<file path="src/rtl/p24_spi_master_if.sv">
// Memory-mapped request/response bus between the CPU and the p24 SPI master.
interface p24_spi_master_if;
  logic        valid;
  logic [1:0]  addr;
  logic [31:0] wdata;
  logic [3:0]  wstrb;
  logic [31:0] rdata;
  logic        ready;

  modport master (output valid, output addr, output wdata, output wstrb,
                  input rdata, input ready);
  modport slave  (input valid, input addr, input wdata, input wstrb,
                  output rdata, output ready);
endinterface

</file>
<file path="src/rtl/p24_spi_master.sv">
// SPI master with run-time CPOL/CPHA, bit order, 1-4 byte transfers and a
// programmable half-period divider; DATA writes block until the frame is done.
module p24_spi_master #(
  parameter int          NUM_CS     = 2,
  parameter logic [15:0] DIV_RESET  = 16'd2,
  parameter logic        CPOL_RESET = 1'b0
) (
  input  logic              clk,
  input  logic              resetn,
  p24_spi_master_if.slave   bus,
  output logic [NUM_CS-1:0] cen,
  output logic              sclk,
  output logic              mosi,
  input  logic              miso
);

  typedef enum logic [1:0] {
    ST_IDLE  = 2'd0,
    ST_LEAD  = 2'd1,
    ST_TRAIL = 2'd2,
    ST_DONE  = 2'd3
  } state_t;

  state_t            state_q, state_d;
  logic [NUM_CS-1:0] cs_en_q, cs_en_d;
  logic              cpol_q, cpol_d;
  logic              cpha_q, cpha_d;
  logic [1:0]        len_q, len_d;
  logic              lsb_q, lsb_d;
  logic [15:0]       div_q, div_d;
  logic [31:0]       rx_q, rx_d;
  logic [31:0]       shreg_q, shreg_d;
  logic [5:0]        cnt_q, cnt_d;
  logic [15:0]       tick_q, tick_d;
  logic [15:0]       h_q, h_d;
  logic              samp_q, samp_d;
  logic              sclk_q, sclk_d;
  logic              mosi_q, mosi_d;
  logic              ready_q, ready_d;
  logic [31:0]       rdata_q, rdata_d;

  logic        acc_s, wr_s, launch_s, tick_end_s, in_bit_s;
  logic        out_cur_s, out_nxt_s, first_s;
  logic [4:0]  msb_idx_s;
  logic [5:0]  nbits_s;
  logic [31:0] mask_s, load_s, shifted_s, ctrl_rd_s;

  assign acc_s      = bus.valid && !ready_q && (state_q == ST_IDLE);
  assign wr_s       = |bus.wstrb;
  assign launch_s   = acc_s && wr_s && (bus.addr == 2'd1);
  assign tick_end_s = (tick_q == (h_q - 16'd1));
  assign msb_idx_s  = {len_q, 3'b111};
  assign nbits_s    = {1'b0, len_q, 3'b000} + 6'd8;
  // CPHA=1 samples on the trailing edge, so the live pin feeds the shift directly.
  assign in_bit_s   = cpha_q ? miso : samp_q;

  // Bit-length mask for the current transfer length.
  always_comb begin
    case (len_q)
      2'd0:    mask_s = 32'h0000_00FF;
      2'd1:    mask_s = 32'h0000_FFFF;
      2'd2:    mask_s = 32'h00FF_FFFF;
      default: mask_s = 32'hFFFF_FFFF;
    endcase
  end

  // Shift-register views: load value, shifted value and the bit on the wire.
  always_comb begin
    load_s    = bus.wdata & mask_s;
    shifted_s = lsb_q ? ((shreg_q >> 1) | ({31'd0, in_bit_s} << msb_idx_s))
                      : (((shreg_q << 1) | {31'd0, in_bit_s}) & mask_s);
    out_cur_s = lsb_q ? shreg_q[0] : shreg_q[msb_idx_s];
    out_nxt_s = lsb_q ? shifted_s[0] : shifted_s[msb_idx_s];
    first_s   = lsb_q ? load_s[0] : load_s[msb_idx_s];
  end

  // CTRL readback image.
  always_comb begin
    ctrl_rd_s               = 32'd0;
    ctrl_rd_s[NUM_CS-1:0]   = cs_en_q;
    ctrl_rd_s[8]            = cpol_q;
    ctrl_rd_s[9]            = cpha_q;
    ctrl_rd_s[11:10]        = len_q;
    ctrl_rd_s[12]           = lsb_q;
    ctrl_rd_s[31]           = (state_q != ST_IDLE);
  end

  // State and datapath registers.
  always_ff @(posedge clk or negedge resetn) begin
    if (!resetn) begin
      state_q <= ST_IDLE;
      cs_en_q <= {NUM_CS{1'b0}};
      cpol_q  <= CPOL_RESET;
      cpha_q  <= 1'b0;
      len_q   <= 2'd0;
      lsb_q   <= 1'b0;
      div_q   <= DIV_RESET;
      rx_q    <= 32'd0;
      shreg_q <= 32'd0;
      cnt_q   <= 6'd0;
      tick_q  <= 16'd0;
      h_q     <= 16'd1;
      samp_q  <= 1'b0;
      sclk_q  <= CPOL_RESET;
      mosi_q  <= 1'b0;
      ready_q <= 1'b0;
      rdata_q <= 32'd0;
    end else begin
      state_q <= state_d;
      cs_en_q <= cs_en_d;
      cpol_q  <= cpol_d;
      cpha_q  <= cpha_d;
      len_q   <= len_d;
      lsb_q   <= lsb_d;
      div_q   <= div_d;
      rx_q    <= rx_d;
      shreg_q <= shreg_d;
      cnt_q   <= cnt_d;
      tick_q  <= tick_d;
      h_q     <= h_d;
      samp_q  <= samp_d;
      sclk_q  <= sclk_d;
      mosi_q  <= mosi_d;
      ready_q <= ready_d;
      rdata_q <= rdata_d;
    end
  end

  // Next-state logic; DONE lasts two cycles so ready lands at 2*N*H+2.
  always_comb begin
    state_d = state_q;
    case (state_q)
      ST_IDLE:  state_d = launch_s ? ST_LEAD : ST_IDLE;
      ST_LEAD:  state_d = tick_end_s ? ST_TRAIL : ST_LEAD;
      ST_TRAIL: state_d = tick_end_s ? ((cnt_q == 6'd1) ? ST_DONE : ST_LEAD) : ST_TRAIL;
      ST_DONE:  state_d = (tick_q == 16'd1) ? ST_IDLE : ST_DONE;
      default:  state_d = ST_IDLE;
    endcase
  end

  // Register writes, read mux and per-phase SPI actions.
  always_comb begin
    cs_en_d = cs_en_q;
    cpol_d  = cpol_q;
    cpha_d  = cpha_q;
    len_d   = len_q;
    lsb_d   = lsb_q;
    div_d   = div_q;
    rx_d    = rx_q;
    shreg_d = shreg_q;
    cnt_d   = cnt_q;
    tick_d  = tick_q;
    h_d     = h_q;
    samp_d  = samp_q;
    sclk_d  = sclk_q;
    mosi_d  = mosi_q;
    ready_d = 1'b0;
    rdata_d = 32'd0;
    case (state_q)
      ST_IDLE: begin
        sclk_d = cpol_q;
        tick_d = 16'd0;
        if (acc_s) begin
          ready_d = ~launch_s;
          if (wr_s) begin
            case (bus.addr)
              2'd0: begin
                cs_en_d = bus.wdata[NUM_CS-1:0];
                cpol_d  = bus.wdata[8];
                cpha_d  = bus.wdata[9];
                len_d   = bus.wdata[11:10];
                lsb_d   = bus.wdata[12];
              end
              2'd1: begin
                shreg_d = load_s;
                cnt_d   = nbits_s;
                h_d     = (div_q == 16'd0) ? 16'd1 : div_q;
                mosi_d  = cpha_q ? mosi_q : first_s;
              end
              2'd2:    div_d   = bus.wdata[15:0];
              default: rdata_d = 32'd0;
            endcase
          end else begin
            case (bus.addr)
              2'd0:    rdata_d = ctrl_rd_s;
              2'd1:    rdata_d = rx_q;
              2'd2:    rdata_d = {16'd0, div_q};
              default: rdata_d = 32'd0;
            endcase
          end
        end else begin
          ready_d = 1'b0;
        end
      end
      ST_LEAD: begin
        tick_d = tick_end_s ? 16'd0 : (tick_q + 16'd1);
        if (tick_end_s) begin
          sclk_d = ~cpol_q;
          samp_d = cpha_q ? samp_q : miso;
          mosi_d = cpha_q ? out_cur_s : mosi_q;
        end else begin
          sclk_d = sclk_q;
        end
      end
      ST_TRAIL: begin
        tick_d = tick_end_s ? 16'd0 : (tick_q + 16'd1);
        if (tick_end_s) begin
          sclk_d  = cpol_q;
          shreg_d = shifted_s;
          cnt_d   = cnt_q - 6'd1;
          // The final shift only completes rx; mosi keeps the last bit sent.
          mosi_d  = (!cpha_q && (cnt_q != 6'd1)) ? out_nxt_s : mosi_q;
        end else begin
          sclk_d = sclk_q;
        end
      end
      ST_DONE: begin
        tick_d = tick_q + 16'd1;
        if (tick_q == 16'd1) begin
          rx_d    = shreg_q;
          ready_d = 1'b1;
          rdata_d = shreg_q;
        end else begin
          ready_d = 1'b0;
        end
      end
      default: ready_d = 1'b0;
    endcase
  end

  assign cen       = ~cs_en_q;
  assign sclk      = sclk_q;
  assign mosi      = mosi_q;
  assign bus.ready = ready_q;
  assign bus.rdata = rdata_q;

endmodule
</file>
<file path="src/flat_wrapper.sv">
// flat-port wrapper written by rule: the top's interface ports become plain ports
module p24_spi_master_flat 
#(
  parameter int          NUM_CS     = 2,
  parameter logic [15:0] DIV_RESET  = 16'd2,
  parameter logic        CPOL_RESET = 1'b0
)
  (clk, resetn, cen, sclk, mosi, miso, bus_valid, bus_addr, bus_wdata, bus_wstrb, bus_rdata, bus_ready);
  p24_spi_master_if bus_i ();
  input  logic clk;
  input  logic resetn;
  output logic [NUM_CS-1:0] cen;
  output logic sclk;
  output logic mosi;
  input  logic miso;
  input wire logic [$bits(bus_i.valid)-1:0] bus_valid;
  input wire logic [$bits(bus_i.addr)-1:0] bus_addr;
  input wire logic [$bits(bus_i.wdata)-1:0] bus_wdata;
  input wire logic [$bits(bus_i.wstrb)-1:0] bus_wstrb;
  output wire logic [$bits(bus_i.rdata)-1:0] bus_rdata;
  output wire logic [$bits(bus_i.ready)-1:0] bus_ready;
  assign bus_i.valid = bus_valid;
  assign bus_i.addr = bus_addr;
  assign bus_i.wdata = bus_wdata;
  assign bus_i.wstrb = bus_wstrb;
  assign bus_rdata = bus_i.rdata;
  assign bus_ready = bus_i.ready;
  p24_spi_master #(.NUM_CS(NUM_CS), .DIV_RESET(DIV_RESET), .CPOL_RESET(CPOL_RESET)) u_core (.clk(clk), .resetn(resetn), .bus(bus_i), .cen(cen), .sclk(sclk), .mosi(mosi), .miso(miso));
endmodule
</file>
<file path="config.mk">
export PLATFORM = sky130hd
export DESIGN_NAME = p24_spi_master_flat
export DESIGN_NICKNAME = d
export VERILOG_FILES = /design/src/rtl/p24_spi_master_if.sv /design/src/rtl/p24_spi_master.sv /design/src/flat_wrapper.sv
export SDC_FILE = /design/constraint.sdc
export NUM_CORES = 1
export LEC_CHECK = 0
export ABC_AREA = 1
export BUFFER_PORTS_ARGS = -buffer_cell sky130_fd_sc_hd__buf_2
export CAP_MARGIN = 40
export CORE_UTILIZATION = 58
export DETAILED_ROUTE_END_ITERATION = 16
export GPL_ROUTABILITY_DRIVEN = 0
export PLACE_DENSITY = 0.89
export SETUP_SLACK_MARGIN = 0.5
export SYNTH_ARGS = -nofsm -noshare
export SYNTH_HDL_FRONTEND = slang
export SYNTH_SLANG_ARGS = --single-unit
export TNS_END_PERCENT = 20
</file>
<file path="constraint.sdc">
create_clock -name clk -period 5.8 [get_ports clk]
set_clock_uncertainty 0.2 [all_clocks]
set_input_delay 0.58 -clock clk [delete_from_list [all_inputs] [get_ports clk]]
set_output_delay 0.58 -clock clk [all_outputs]
set_load 0.005 [all_outputs]
</file>
# Word-level counts from Yosys, hierarchy flattened
# Index checks and enable logic that the tools add are counted.
# word_totals
in_bits	42
regBits	163
word_cells	125
# op_classes
n_eq_ne	19
addsub	4
n_reduce_logical	24
n_lt_le_gt_ge	1
muxes	51
shift	1
n_bitwise	8
# ops
cell	n
2-to-1 mux 32 bit	8
case mux 32 bit (3 select lines)	2
case mux 32 bit (2 select lines)	2
bitwise AND 32 bit	2
case mux 16 bit (3 select lines)	1
2-to-1 mux 16 bit	2
OR 31 x 32 -> 32 bit	1
OR 32 x 1 -> 32 bit	1
<< shifter 1 x 5 -> 32 bit	1
2-to-1 mux 6 bit	4
2-to-1 mux 1 bit	20
adder 16 x 1 -> 16 bit (second input constant)	1
== test 16 x 1 -> 1 bit (second input constant)	1
== test 16 bit	1
zero test 16 bit	1
subtractor 16 x 1 -> 16 bit (second input constant)	1
!= test 2 x 1 -> 1 bit (second input constant)	6
case mux 6 bit (2 select lines)	1
AND reduction 4 bit	3
AND reduction 9 bit	1
== test 2 bit (second input constant)	4
2-to-1 mux 2 bit	4
case mux 2 bit (4 select lines)	1
adder 5 x 4 -> 6 bit (second input constant)	1
21 further kinds	38

# Logic depth before layout (Yosys ltp)
# depth
depth_word	11
depth_mapped	18
mapped_depth_nobuf	17

# Least setup slack after synthesis
# Ideal clock, no wire load.
# synth_path
kind	reg2reg
from	register u_core.h_q[0]
to	register u_core.shreg_q[30]
path_slack_ps	3454
setup_time_ps	117
path_stages_with_launch	18
t_arrival_ps	2030
period_less_slack_ps	2346
required_time_ps	5483
path_cell_list	dfstp_2 > inv_1 > ha_1 > nand2_2 > nor2_4 > nand2_1 > nand2_1 > nand2_1 > inv_1 > nor2_1 > nand2_1 > nor2_2 > nand2_4 > nand2_4 > nand2_4 > buf_2 > nand2_1 > nand2_1
# synth_between
elab_chain_cells	4
# synth_rtl
element	line_no	source
start: declaration	p24_spi_master.sv:35	logic [15:0] h_q, h_d;
start signal: assignment	p24_spi_master.sv:102	h_q <= 16'd1;
start signal: assignment	p24_spi_master.sv:120	h_q <= h_d;
subtractor 16 x 1 -> 16 bit	p24_spi_master.sv:51	assign tick_end_s = (tick_q == (h_q - 16'd1));
== test 16 bit	p24_spi_master.sv:51	
!= test 2 x 1 -> 1 bit (no source line)	--	
AND reduction 5 bit (no source line)	--	
end signal: assignment	p24_spi_master.sv:117	shreg_q <= shreg_d;
end: declaration	p24_spi_master.sv:32	logic [31:0] shreg_q, shreg_d;
# Every way passes these cells.
# A chain may end at the register's enable or synchronous reset.

# Final worst setup path
# layout_path
from	register u_core.state_q[0]
to	register u_core.cnt_q[2]
# layout_between
elab_chain_cells	4
elab_cells_between_ends	10
cone_classes	eq/ne (5); mux (1); reduce/logical (4)
# layout_rtl
element	line_no	source
start: declaration	p24_spi_master.sv:24	state_t state_q, state_d;
start signal: assignment	p24_spi_master.sv:109	state_q <= state_d;
zero test 2 bit	p24_spi_master.sv:48, p24_spi_master.sv:159	
logical AND 1 bit	p24_spi_master.sv:48	assign acc_s = bus.valid && !ready_q && (state_q == ST_IDLE);
!= test 2 x 1 -> 1 bit (no source line)	--	
AND reduction 5 bit (no source line)	--	
end signal: assignment	p24_spi_master.sv:118	cnt_q <= cnt_d;
end: declaration	p24_spi_master.sv:33	logic [5:0] cnt_q, cnt_d;
# Several ways; a longest one is shown, not always the timed one.

==> out/results.ini <==
[global_route]
grt_start_max_net_pins = 88
overflow = 0
groute.usage.overall = 0.316
antenna_found_initial = 0
grt_pass1_vias = 8018
grt_pass1_wl_um = 39100

[cts]
clock_sinks = 163
worstSkewPairLatency_ns = 0.43
clk_pin_slew_ns = 0.07
cts_buffer_depth = 2
numCtsBuffers = 17
cts_resized = 0
clockRootBuffer = clkbuf_16
h-tree-depth = 4
cts_tree = built

[critical_path]
slowest_delay_ns = 0.71
critPathLaunch = u_core.state_q[0]
endpoint_kind = register
worstSetupStartpointType = register
critical_path_buf_inv_count = 2
crit_family = simple AND/OR/NAND/NOR gates
path_max_fanout = 43
slowest_stage = nand2_1
cpMostUsedCell = nand2_1
r2r_end = u_core.cnt_q[2]
crit-reg2reg-launch = u_core.state_q[0]
worstSetupPathType = register to register
rrSetupSlack_ns = 2.40
worstPathCellList = inv_1 > ha_1 > nand2_1 > nor2_1 > nand2_1 > o21ai_0 > nand2_4 > clkinv_8 > nand3_1 > o21ai_1
rr_worst_depth = 10
worst_ep_arrival_time_ns = 3.51
cp.required_ns = 5.91

[yosys]
synthArstFlopShare = 1.00
ys_ff_latch = 163
yosysSeqAreaShare = 0.465
avgSynthCellArea_um2 = 7.72
ys_types = 43
synth_top_area_frac = 0.459
postSynthCellCount = 1137
synth_area_mm2 = 0.00878
ys.flop_type = dfrtp_1
yosysTopAreaCell = dfrtp_1
syn-num-nets = 1192
synth.most_common_cell = nand2_1
synth_area_leaders = dfrtp_1, nand2_1, o21ai_0
ys_warn_count = 0
synth_edf_count = 0
yosys-top-cells-count = nand2_1, dfrtp_1, o21ai_0, inv_1, a21oi_1

[timing]
finalSetupViolations = 0
relSlewSlack = 0.385
hold_viol_final = 0
rsz0062_at_grt = false
fin_crit_ns = 3.40
setup_tns_ns = 0
fmax_ghz = 0.294
timing.final.crit_share = 0.586
max_slew.worst_pin.slew_ns = 0.920
drv_slew = 0

[power_and_ir_drop]
finalPower_w = 0.00241
ir_drop_mv = 0.228
leakage_nw = 4.93
power_density_mw_per_mm2 = 242

[floorplan]
rows = 44
die_height_um = 125
core_area_mm2 = 0.0146
die_x_um = 125
die_area_mm2 = 0.0156
start_util = 0.599
ios = 79

[min_path]
hold_path_depth = 3
hp-start = bus_wdata[1]
hold_path.class = input port to register
hold_end = u_core.div_q[1]

[final_layout]
final_util = 0.680
area_growth_pct = 13.4
antenna-diode-count = 0
fill_cells = 1111
drive_above_1_share = 0.127
finalNetCount = 1253

[place]
portBuffers = 78
hpwl_um = 16200

[routing]
drc = 3
ant_nets = 0
viasPerCell = 5.99
drtIter0Drc = 1065
vias = 8348
drt-pass1-iter-count = 13
route.final.wire_length_um = 23500
wire_per_inst_um = 16.8

[run]
maxCapViolCount = 0

[run_status]
status = finished, violations left
violations = DRC

what timing repair did:
action                                 4_1_cts  5_1_grt
endpoints found under the hold margin       10        0
buffers inserted                             0        0
hold buffers                                 1        0
final cells by class:
class                           count  area [um2]  area share
Tap cell                          184         230      0.0231
Sequential cell                   163        4080       0.410
Timing Repair Buffer               92         576      0.0578
Inverter                          126         485      0.0488
Clock buffer                       20         467      0.0469
Multi-Input combinational cell    798        3950       0.397
Clock inverter                     11         164      0.0165
kinds of logic (layout without fill, tap and decap cells):
| logic type | count (synthesis) | in the layout | synth area share |
|---|---|---|---|
| AOI/OAI and AO/OA | 287 | 287 | 0.179 |
| xor gates and xnor gates | 24 | 24 | 0.0240 |
| adders and majority gates | 13 | 13 | 0.0185 |
| buffers and inverters | 176 | 249 | 0.0845 |
| DFF | 163 | 163 | 0.465 |
| and+or+nand+nor | 474 | 474 | 0.229 |
per-stage QoR:
step	hold slack, ns	setup WS, ns	cells	area [um2]
2_1_floorplan	0.0844	3.45	1137	8780
3_3_place_gp	0.267	2.36	1357	9210
3_5_place_dp	0.204	2.24	1362	9320
4_1_cts	0.240	2.48	1394	9960
5_1_grt	0.269	2.15	1394	9960
6_report	0.247	2.40	1394	9960
worst max-delay path by stage:
| stage | cells past startpoint | to | slack [ns] |
|---|---|---|---|
| 2_1_floorplan | 17 | u_core.shreg_q[30] | 3.45 |
| 3_3_place_gp | 9 | u_core.cnt_q[2] | 2.36 |
| 3_5_place_dp | 9 | u_core.cnt_q[2] | 2.24 |
| 4_1_cts | 10 | u_core.shreg_q[7] | 2.48 |
| 5_1_grt | 10 | u_core.cnt_q[2] | 2.15 |
| 6_report | 10 | u_core.cnt_q[2] | 2.40 |
cells in the final DEF, fill, tap and decap left out, drive strengths merged, types with 3 or more instances in the layout:
master,n
bufinv,3
nand3,59
nand4,14
a21oi,83
ha,13
o21ai,159
a31oi,12
buf,91
a22oi,8
o22ai,14
clkinv,9
dfrtp,161
xnor2,8
nor4,10
nand2,297
clkbuf,20
xor2,16
nor3,9
inv,124
nor2,80
worst min-delay path: cells and delay by family:
family	cells	cell delay [ns]
buffers and inverters	2	0.19
AO/OA/AOI/OAI	1	0.10
flip-flops by register name, indices dropped and copies added (netlist names):
| name | flops |
|---|---|
| u_core.bus.rdata | 32 |
| u_core.bus.ready | 1 |
| u_core.cnt_q | 6 |
| u_core.cpha_q | 1 |
| u_core.cpol_q | 1 |
| u_core.cs_en_q | 2 |
| u_core.div_q | 16 |
| u_core.h_q | 16 |
| u_core.len_q | 2 |
| u_core.lsb_q | 1 |
| u_core.mosi | 1 |
| u_core.rx_q | 32 |
| u_core.samp_q | 1 |
| u_core.sclk | 1 |
| u_core.shreg_q | 32 |
| u_core.state_q | 2 |
| u_core.tick_q | 16 |
report_power, final:
| part | total (W) | switching, W | internal, W |
|---|---|---|---|
| registers | 0.00114 | 0.00000351 | 0.00114 |
| logic | 0.0000685 | 0.0000473 | 0.0000212 |
| clock network | 0.00120 | 0.000479 | 0.000722 |
per-layer routing:
metal  vias up  global-route usage  wire length, um
met5         -                   0                0
met4         0               0.184             1210
met3       108              0.0676             1870
met2       527               0.509            11200
met1      3852               0.394             9210
li1       3861                   -                -
Note: power is estimated with default switching activity, not from simulation.
